--- src/rtl/uart_rx_ctrl_pkg.sv ---
// uart_rx_ctrl_pkg: frame states, minimum oversampling ratio and bit-counter width helper for the UART RX controller
package uart_rx_ctrl_pkg;
  typedef enum logic [2:0] {IDLE, START, DATA, PARITY, STOP} state_t;
  localparam int MIN_PRESCALE = 4;
  function automatic int bit_cnt_w(input int data_width);
    return $clog2(data_width + 3);
  endfunction
endpackage

--- src/rtl/uart_rx_edge_bit_counter.sv ---
// uart_rx_edge_bit_counter: oversample edge and frame bit counters (CLK, RST async low, load=start at edge 1, clr, Prescale -> edge_count, bit_count, last_edge)
module uart_rx_edge_bit_counter import uart_rx_ctrl_pkg::*; #(
  parameter int Data_Width = 8
) (
  input  logic                              CLK,
  input  logic                              RST,
  input  logic                              load,
  input  logic                              clr,
  input  logic [5:0]                        Prescale,
  output logic [5:0]                        edge_count,
  output logic [bit_cnt_w(Data_Width)-1:0] bit_count,
  output logic                              last_edge
);
  localparam int BW = bit_cnt_w(Data_Width);
  assign last_edge = {1'b0, edge_count} + 7'd1 >= {1'b0, Prescale};
  always_ff @(posedge CLK or negedge RST)
    if (!RST) begin
      edge_count <= '0;
      bit_count <= '0;
    end else if (load) begin
      edge_count <= 6'd1;
      bit_count <= '0;
    end else if (clr) begin
      edge_count <= '0;
      bit_count <= '0;
    end else begin
      edge_count <= last_edge ? 6'd0 : edge_count + 6'd1;
      bit_count <= last_edge ? bit_count + BW'(1) : bit_count;
    end
endmodule

--- src/rtl/uart_rx_ctrl.sv ---
// uart_rx_ctrl: UART RX frame sequencer (CLK, RST async low, RX_IN, Prescale, PAR_EN, checker results in; counters, sub-block enables, result pulses, busy out)
module uart_rx_ctrl import uart_rx_ctrl_pkg::*; #(
  parameter int Data_Width = 8
) (
  input  logic                              CLK,
  input  logic                              RST,
  input  logic                              RX_IN,
  input  logic [5:0]                        Prescale,
  input  logic                              PAR_EN,
  input  logic                              strt_glitch,
  input  logic                              par_err,
  input  logic                              stp_err,
  output logic [5:0]                        edge_count,
  output logic [bit_cnt_w(Data_Width)-1:0] bit_count,
  output logic                              dat_samp_en,
  output logic                              deser_en,
  output logic                              strt_chk_en,
  output logic                              par_chk_en,
  output logic                              stp_chk_en,
  output logic                              data_valid,
  output logic                              par_err_o,
  output logic                              frm_err_o,
  output logic                              busy
);
  localparam int BW = bit_cnt_w(Data_Width);
  state_t state, nxt;
  logic rx_q, par_en_q, par_flag, last_edge, start, stop_done;
  assign start = !rx_q && Prescale >= 6'(MIN_PRESCALE);
  assign stop_done = state == STOP && last_edge;
  always_comb begin
    nxt = state;
    case (state)
      IDLE:    nxt = start ? START : IDLE;
      START:   nxt = !last_edge ? START : strt_glitch ? IDLE : DATA;
      DATA:    nxt = !(last_edge && bit_count == BW'(Data_Width)) ? DATA : par_en_q ? PARITY : STOP;
      PARITY:  nxt = last_edge ? STOP : PARITY;
      STOP:    nxt = last_edge ? IDLE : STOP;
      default: nxt = IDLE;
    endcase
  end
  uart_rx_edge_bit_counter #(.Data_Width(Data_Width)) u_cnt (
    .CLK(CLK),
    .RST(RST),
    .load(state == IDLE && nxt == START),
    .clr(nxt == IDLE),
    .Prescale(Prescale),
    .edge_count(edge_count),
    .bit_count(bit_count),
    .last_edge(last_edge)
  );
  always_ff @(posedge CLK or negedge RST)
    if (!RST) begin
      state <= IDLE;
      rx_q <= 1'b1;
      par_en_q <= 1'b0;
      par_flag <= 1'b0;
      busy <= 1'b0;
      dat_samp_en <= 1'b0;
      strt_chk_en <= 1'b0;
      deser_en <= 1'b0;
      par_chk_en <= 1'b0;
      stp_chk_en <= 1'b0;
      data_valid <= 1'b0;
      par_err_o <= 1'b0;
      frm_err_o <= 1'b0;
    end else begin
      state <= nxt;
      rx_q <= RX_IN;
      par_en_q <= state == IDLE ? PAR_EN : par_en_q;
      par_flag <= state == IDLE ? 1'b0 : state == PARITY && last_edge ? par_err : par_flag;
      busy <= nxt != IDLE;
      dat_samp_en <= nxt != IDLE;
      strt_chk_en <= nxt == START;
      deser_en <= nxt == DATA;
      par_chk_en <= nxt == PARITY;
      stp_chk_en <= nxt == STOP;
      data_valid <= stop_done && !par_flag && !stp_err;
      par_err_o <= stop_done && par_flag;
      frm_err_o <= stop_done && !par_flag && stp_err;
    end
endmodule

--- config.mk ---
export PLATFORM = sky130hd
export DESIGN_NAME = uart_rx_ctrl
export DESIGN_NICKNAME = d
export VERILOG_FILES = /design/src/rtl/uart_rx_ctrl_pkg.sv /design/src/rtl/uart_rx_edge_bit_counter.sv /design/src/rtl/uart_rx_ctrl.sv
export SDC_FILE = /design/constraint.sdc
export NUM_CORES = 1
export LEC_CHECK = 0
export CORE_UTILIZATION = 50
export CTS_BUF_LIST = sky130_fd_sc_hd__clkbuf_2
export DETAILED_ROUTE_END_ITERATION = 8
export PLACE_DENSITY = 0.86
export SYNTH_ARGS = -nofsm -noshare
export SYNTH_HDL_FRONTEND = slang
export SYNTH_HIERARCHICAL = 1
export SYNTH_SLANG_ARGS = --single-unit
--- constraint.sdc ---
create_clock -name CLK -period 4.6 [get_ports CLK]
set_clock_uncertainty 0.2 [all_clocks]
set_input_delay 0.69 -clock CLK [delete_from_list [all_inputs] [get_ports CLK]]
set_output_delay 0.69 -clock CLK [all_outputs]
set_load 0.02 [all_outputs]
Yosys cells after proc, flatten, opt, wreduce, memory -nomap -nowiden
Index checks and enable logic that the tools add are counted.
{"block": "totals", "regBits": 24, "input_bits": 13, "out_inout_bits": 19, "wordCells": 61}
{"block": "classes", "addsub": 3, "n_lt_le_gt_ge": 2, "eq_ne": 9, "mux": 16, "reduce_logical": 17}
{"op": "6-bit two-way mux", "count": 3}
{"op": "3-bit one-hot mux with 5 select lines", "count": 1}
{"op": "3-bit by 2-bit == test with 1-bit output, second input constant", "count": 4}
{"op": "3-bit two-way mux", "count": 4}
{"op": "4-bit two-way mux", "count": 3}
{"op": "1-bit logical AND", "count": 9}
{"op": "6-bit by 1-bit adder with 7-bit output, second input constant", "count": 1}
{"op": "7-bit by 6-bit greater-or-equal comparator with 1-bit output", "count": 1}
{"op": "6-bit by 1-bit adder with 6-bit output, second input constant", "count": 1}
{"op": "3-bit by 1-bit == test with 1-bit output, second input constant", "count": 2}
{"op": "3-bit == test, second input constant", "count": 2}
{"op": "6-bit by 3-bit greater-or-equal comparator with 1-bit output, second input constant", "count": 1}
{"op": "3-bit logical NOT", "count": 2}
{"op": "3-bit nonzero test", "count": 2}
{"op": "4-bit by 1-bit adder with 4-bit output, second input constant", "count": 1}
{"op": "4-bit == test, second input constant", "count": 1}
{"op": "2-bit two-way mux", "count": 2}
{"op": "1-bit logical NOT", "count": 3}
{"op": "1-bit two-way mux", "count": 3}
{"op": "2-bit nonzero test", "count": 1}

Logic depth before layout (Yosys ltp)
{"block": "logic_depth", "word_depth": 8, "ltp_mapped": 17, "depth_no_buf": 15}

Cells and area by module
The synthesis kept the hierarchy.
{"module": "uart_rx_edge_bit_counter", "n_inst": 1, "cells_per_inst": 64, "area_each_um2": 653.1, "seq_area_each_um2": 250.2}
{"module": "uart_rx_ctrl", "n_inst": 1, "cells_per_inst": 58, "area_each_um2": 639.4, "seq_area_each_um2": 351.6}

Worst setup path before layout
OpenSTA, ideal clock, no wires.
{"block": "synth_timing", "path_type": "register to register", "startpoint": "register u_cnt.edge_count[0]", "endpoint": "register u_cnt.bit_count[2]", "setup_time_ns": 0.120, "t_arrival_ns": 3.456, "required_time_ns": 4.280, "setup_slack_ns": 0.824, "stages_incl_launch_ff": 18, "n_path_buf": 2, "cell_sequence": "dfrtp_1 -> ha_1 -> nand3_2 -> xnor2_1 -> ha_1 -> a21o_1 -> a221o_1 -> buf_6 -> clkbuf_1 -> nand3b_1 -> nor4b_2 -> a211oi_2 -> inv_2 -> nor3_1 -> nor2_1 -> nand2_1 -> a21oi_1 -> a31o_2"}
{"block": "synth_via", "elab_chain_cells": 8}
{"item": "start: declaration", "line_no": "uart_rx_edge_bit_counter.sv:10", "text": "output logic [5:0] edge_count,"}
{"item": "start signal: assignment", "line_no": "uart_rx_edge_bit_counter.sv:27", "text": "edge_count <= last_edge ? 6'd0 : edge_count + 6'd1;"}
{"item": "6-bit by 1-bit adder with 7-bit output *", "line_no": "uart_rx_edge_bit_counter.sv:15", "text": "assign last_edge = {1'b0, edge_count} + 7'd1 >= {1'b0, Prescale};"}
{"item": "7-bit by 6-bit greater-or-equal comparator with 1-bit output *", "line_no": "uart_rx_edge_bit_counter.sv:15"}
{"item": "via last_edge", "line_no": "uart_rx_ctrl.sv:27", "text": "logic rx_q, par_en_q, par_flag, last_edge, start, stop_done;"}
{"item": "1-bit logical AND", "line_no": "uart_rx_ctrl.sv:35", "text": "DATA: nxt = !(last_edge && bit_count == BW'(Data_Width)) ? DATA : par_en_q ? PARITY : STOP;"}
{"item": "3-bit two-way mux", "line_no": "uart_rx_ctrl.sv:35"}
{"item": "3-bit one-hot mux with 5 select lines *", "line_no": "uart_rx_ctrl.sv:32", "text": "case (state)"}
{"item": "via nxt[0]", "line_no": "uart_rx_ctrl.sv:26", "text": "state_t state, nxt;"}
{"item": "3-bit by 1-bit == test with 1-bit output or 3-bit logical NOT (tied branches)", "line_no": "uart_rx_ctrl.sv:44, uart_rx_ctrl.sv:45"}
{"item": "1-bit logical AND or 4-bit two-way mux (tied branches)", "line_no": "uart_rx_ctrl.sv:44, uart_rx_edge_bit_counter.sv:23"}
{"item": "3-bit nonzero test (no line) or 4-bit two-way mux (tied branches)"}
{"item": "end signal: assignment", "line_no": "uart_rx_edge_bit_counter.sv:28", "text": "bit_count <= last_edge ? bit_count + BW'(1) : bit_count;"}
{"item": "end: declaration", "line_no": "uart_rx_edge_bit_counter.sv:11", "text": "output logic [bit_cnt_w(Data_Width)-1:0] bit_count,"}
The timed path passes the listed nets; every way through them passes the cells marked *.
A chain may end at the register's enable or synchronous reset.

Worst setup path after layout
Same ends and word-level chain as after synthesis.

==> metrics <==
status completed; latest clock arrival within the worst-skew pair approximately 350 ps; multiplexer area fraction after synthesis 1.65%; H-Tree Depth 1; register area 602 sq um; Adder-Cell Fraction of Synth Area slightly below 8%; Antenna Cells 0; Post-Syn Instances 122; first-pass GRT wire length roughly 4000 microns; Placeable Area approximately 0.0025 sq mm; DR vias 961; final setup fails 0; die area 0.00279 sq mm; Main synth FF type dfrtp_1; Post-DP HPWL roughly 1900 microns; Post-Syn Area between 0.001 and 0.0015 sq mm; Req. time, crit path between 4000 and 5000 ps; syn nets 143; DR pass1 iterations 4; Die Y-Extent 52.8 microns; fin crit period 3960 ps; root buf cell clkbuf_2; Synth Area in Compound Gates between 10 and 15%; initial antenna violation count 0; Worst path slowest cell dfrtp_1; Worst Hold Class reg -> reg; EDFF count, synth 0; Die Width around 53 microns; layout cell share with drive strength beyond 1 15.8%; # fillers 204; number of remaining DRC errors 0; Max Root-Sink Buffers 2; vias in the first global route 869; Yosys top cell by area dfrtp_1; CP max stage delay 510 ps; sequential share of the synthesized area a little under half; cell with the most instances on the worst path ha_1; total track usage 20.2%; Max rail drop VDD 379 uV; Final ANT Viol Nets 0; register with the most flip-flops u_cnt/edge_count; crit-path max FO 10; biggest regs u_cnt/edge_count (6), u_cnt/bit_count (4), state (3); kind of critical path reg -> reg; Final Instance Area 0.00163 sq mm; area taken by multi-input logic gates 613 sq um; Yosys warning count 6; simple-gate share of the synthesized area 23.7%; max FFs per register 6; largest family of logic cells by synthesized area simple AND/OR/NAND/NOR gates; FP Rows 18; GP Congestion 0.835; P&R area growth vs syn 25.9%; Max-slew headroom between 20% and 30%; Initial Util a little over half; asr flop ratio synth 100%; CP endpoint kind flop; placed standard-cell area 0.00161 sq mm; routed vias/inst 5.28; wire length per cell 13.6 microns; crit path cell chain ha_1, nand3_2, xnor2_1, ha_1, a21o_1, a221o_1, nand3b_1, nor4b_2, a211oi_2, inv_2, nor3_1, nor2_1, nand2_1, a21oi_1, a31o_2; leakage roughly 0.74 nW; fmax 252 MHz; setup TNS 0 ps; num ports 32; main area contributors after synthesis dfrtp_1, ha_1, nor2b_2, xnor2_1, nand2_1; count of different cell masters after synthesis 46; global route overflow 0; Least-Margin Pin Slew 1070 ps; Final Max Tran Viols 0; mean post-synth cell area 10.6 sq um; number of buffers created by CTS 3; max-cap violation count 0; Port Buf Inserts 31; final net count 174; top cell type's share of synthesized area 44.5%; Post-CTS Setup Repair Bufs 0; hold_buf cts 0; clock transition at the registers of the reported paths 220 ps; wirelength, routed between 2000 and 2500 microns; initial drt markers 11; post-cts sizing count 0; top-count cell post-synth dfrtp_1; Pwr Density 564 mW/mm^2; RSZ-0062 raised after global routing no; Yosys reg bits 24; fin crit share 86.2%; CTS tree done; Worst Path Arrival roughly 4000 ps; top post-synthesis cells by count dfrtp_1, nand2_1, ha_1, inv_1, nor2_1; xor and xnor area share after synthesis 3.39%; largest net degree at the start of global routing 25; Critical Path Start Type flop; Fin. Hold Viols 0; clk sinks 24
## critical path, delay by kind of cell, from the launching register on
kind / cells / cell delay, ps
compound gates: 5 / 1150
fa+ha+maj: 2 / 520
flops: 1 / 510
xor+xnor: 1 / 200
simple gates: 6 / 1200
buf+inv: 1 / 90
## area by class of cell
cell class	instances	share of cell area (%)
clock buffer	4	1.23
inverter	10	2.31
multi-input combinational	82	37.7
sequential	24	37.0
tap	30	2.31
timing repair buffer	32	19.5
## cells in the final DEF, fill, tap and decap left out, types with 4 or more instances in the layout
cell type,n
clkbuf_2,4
clkdlybuf4s50_1,31
dfrtp_1,23
ha_1,8
inv_1,8
nand2_1,9
nand3_1,4
nor2_1,8
nor2b_2,4
nor3_1,6
xnor2_1,4
## stage by stage
| stage | power [W] | util (%) | hold slack (ps) | cells | setup slack [ps] |
|---|---|---|---|---|---|
| floorplan | 0.000674 | - | 194 | 122 | 824 |
| global placement | 0.000818 | 65.5 | 245 | 178 | 597 |
| detailed placement | 0.000834 | 65.5 | 254 | 178 | 451 |
| CTS | 0.000925 | 66.3 | 282 | 182 | 676 |
| global route | 0.000991 | 66.3 | 283 | 182 | 388 |
| finish | 0.000918 | 66.3 | 269 | 182 | 636 |
## cells by family after synthesis
group	Yosys count
buffers and inverters	16
DFF	24
and+or+nand+nor	49
xor gates and xnor gates	5
AOI/OAI and AO/OA	18
adders and majority gates	8
muxes	2
## path summary, 6_finish.rpt
| path | from | to | slack, ps | cells after the start |
|---|---|---|---|---|
| hold reg to reg | par_flag | frm_err_o | 270 | 1 |
| max in group asynchronous | RST | u_cnt/edge_count[2] | 2880 | 1 |
| setup reg to reg | u_cnt/edge_count[0] | u_cnt/bit_count[2] | 640 | 15 |
| hold / removal | par_flag | frm_err_o | 270 | 1 |
| min in group asynchronous | RST | state[2] | 690 | 1 |
| setup / recovery | u_cnt/edge_count[0] | u_cnt/bit_count[2] | 640 | 15 |
## where the power goes
part / leakage, nW / switching (W) / internal (W)
clock: 0.0166 / 0.0000623 / 0.0000230
combinational: 0.418 / 0.000254 / 0.000239
sequential: 0.303 / 0.0000709 / 0.000269
## routing by layer
layer	track usage, %	wire length (microns)	part of all wire, %	vias to the layer above
li1	-	-	-	478
met1	26.6	1140	46	463
met2	32.5	1230	50	18
met3	3.77	82	3.3	2
met4	7.89	14	0.57	0
met5	0	0	0	-
(Power assumes the default switching activity.)
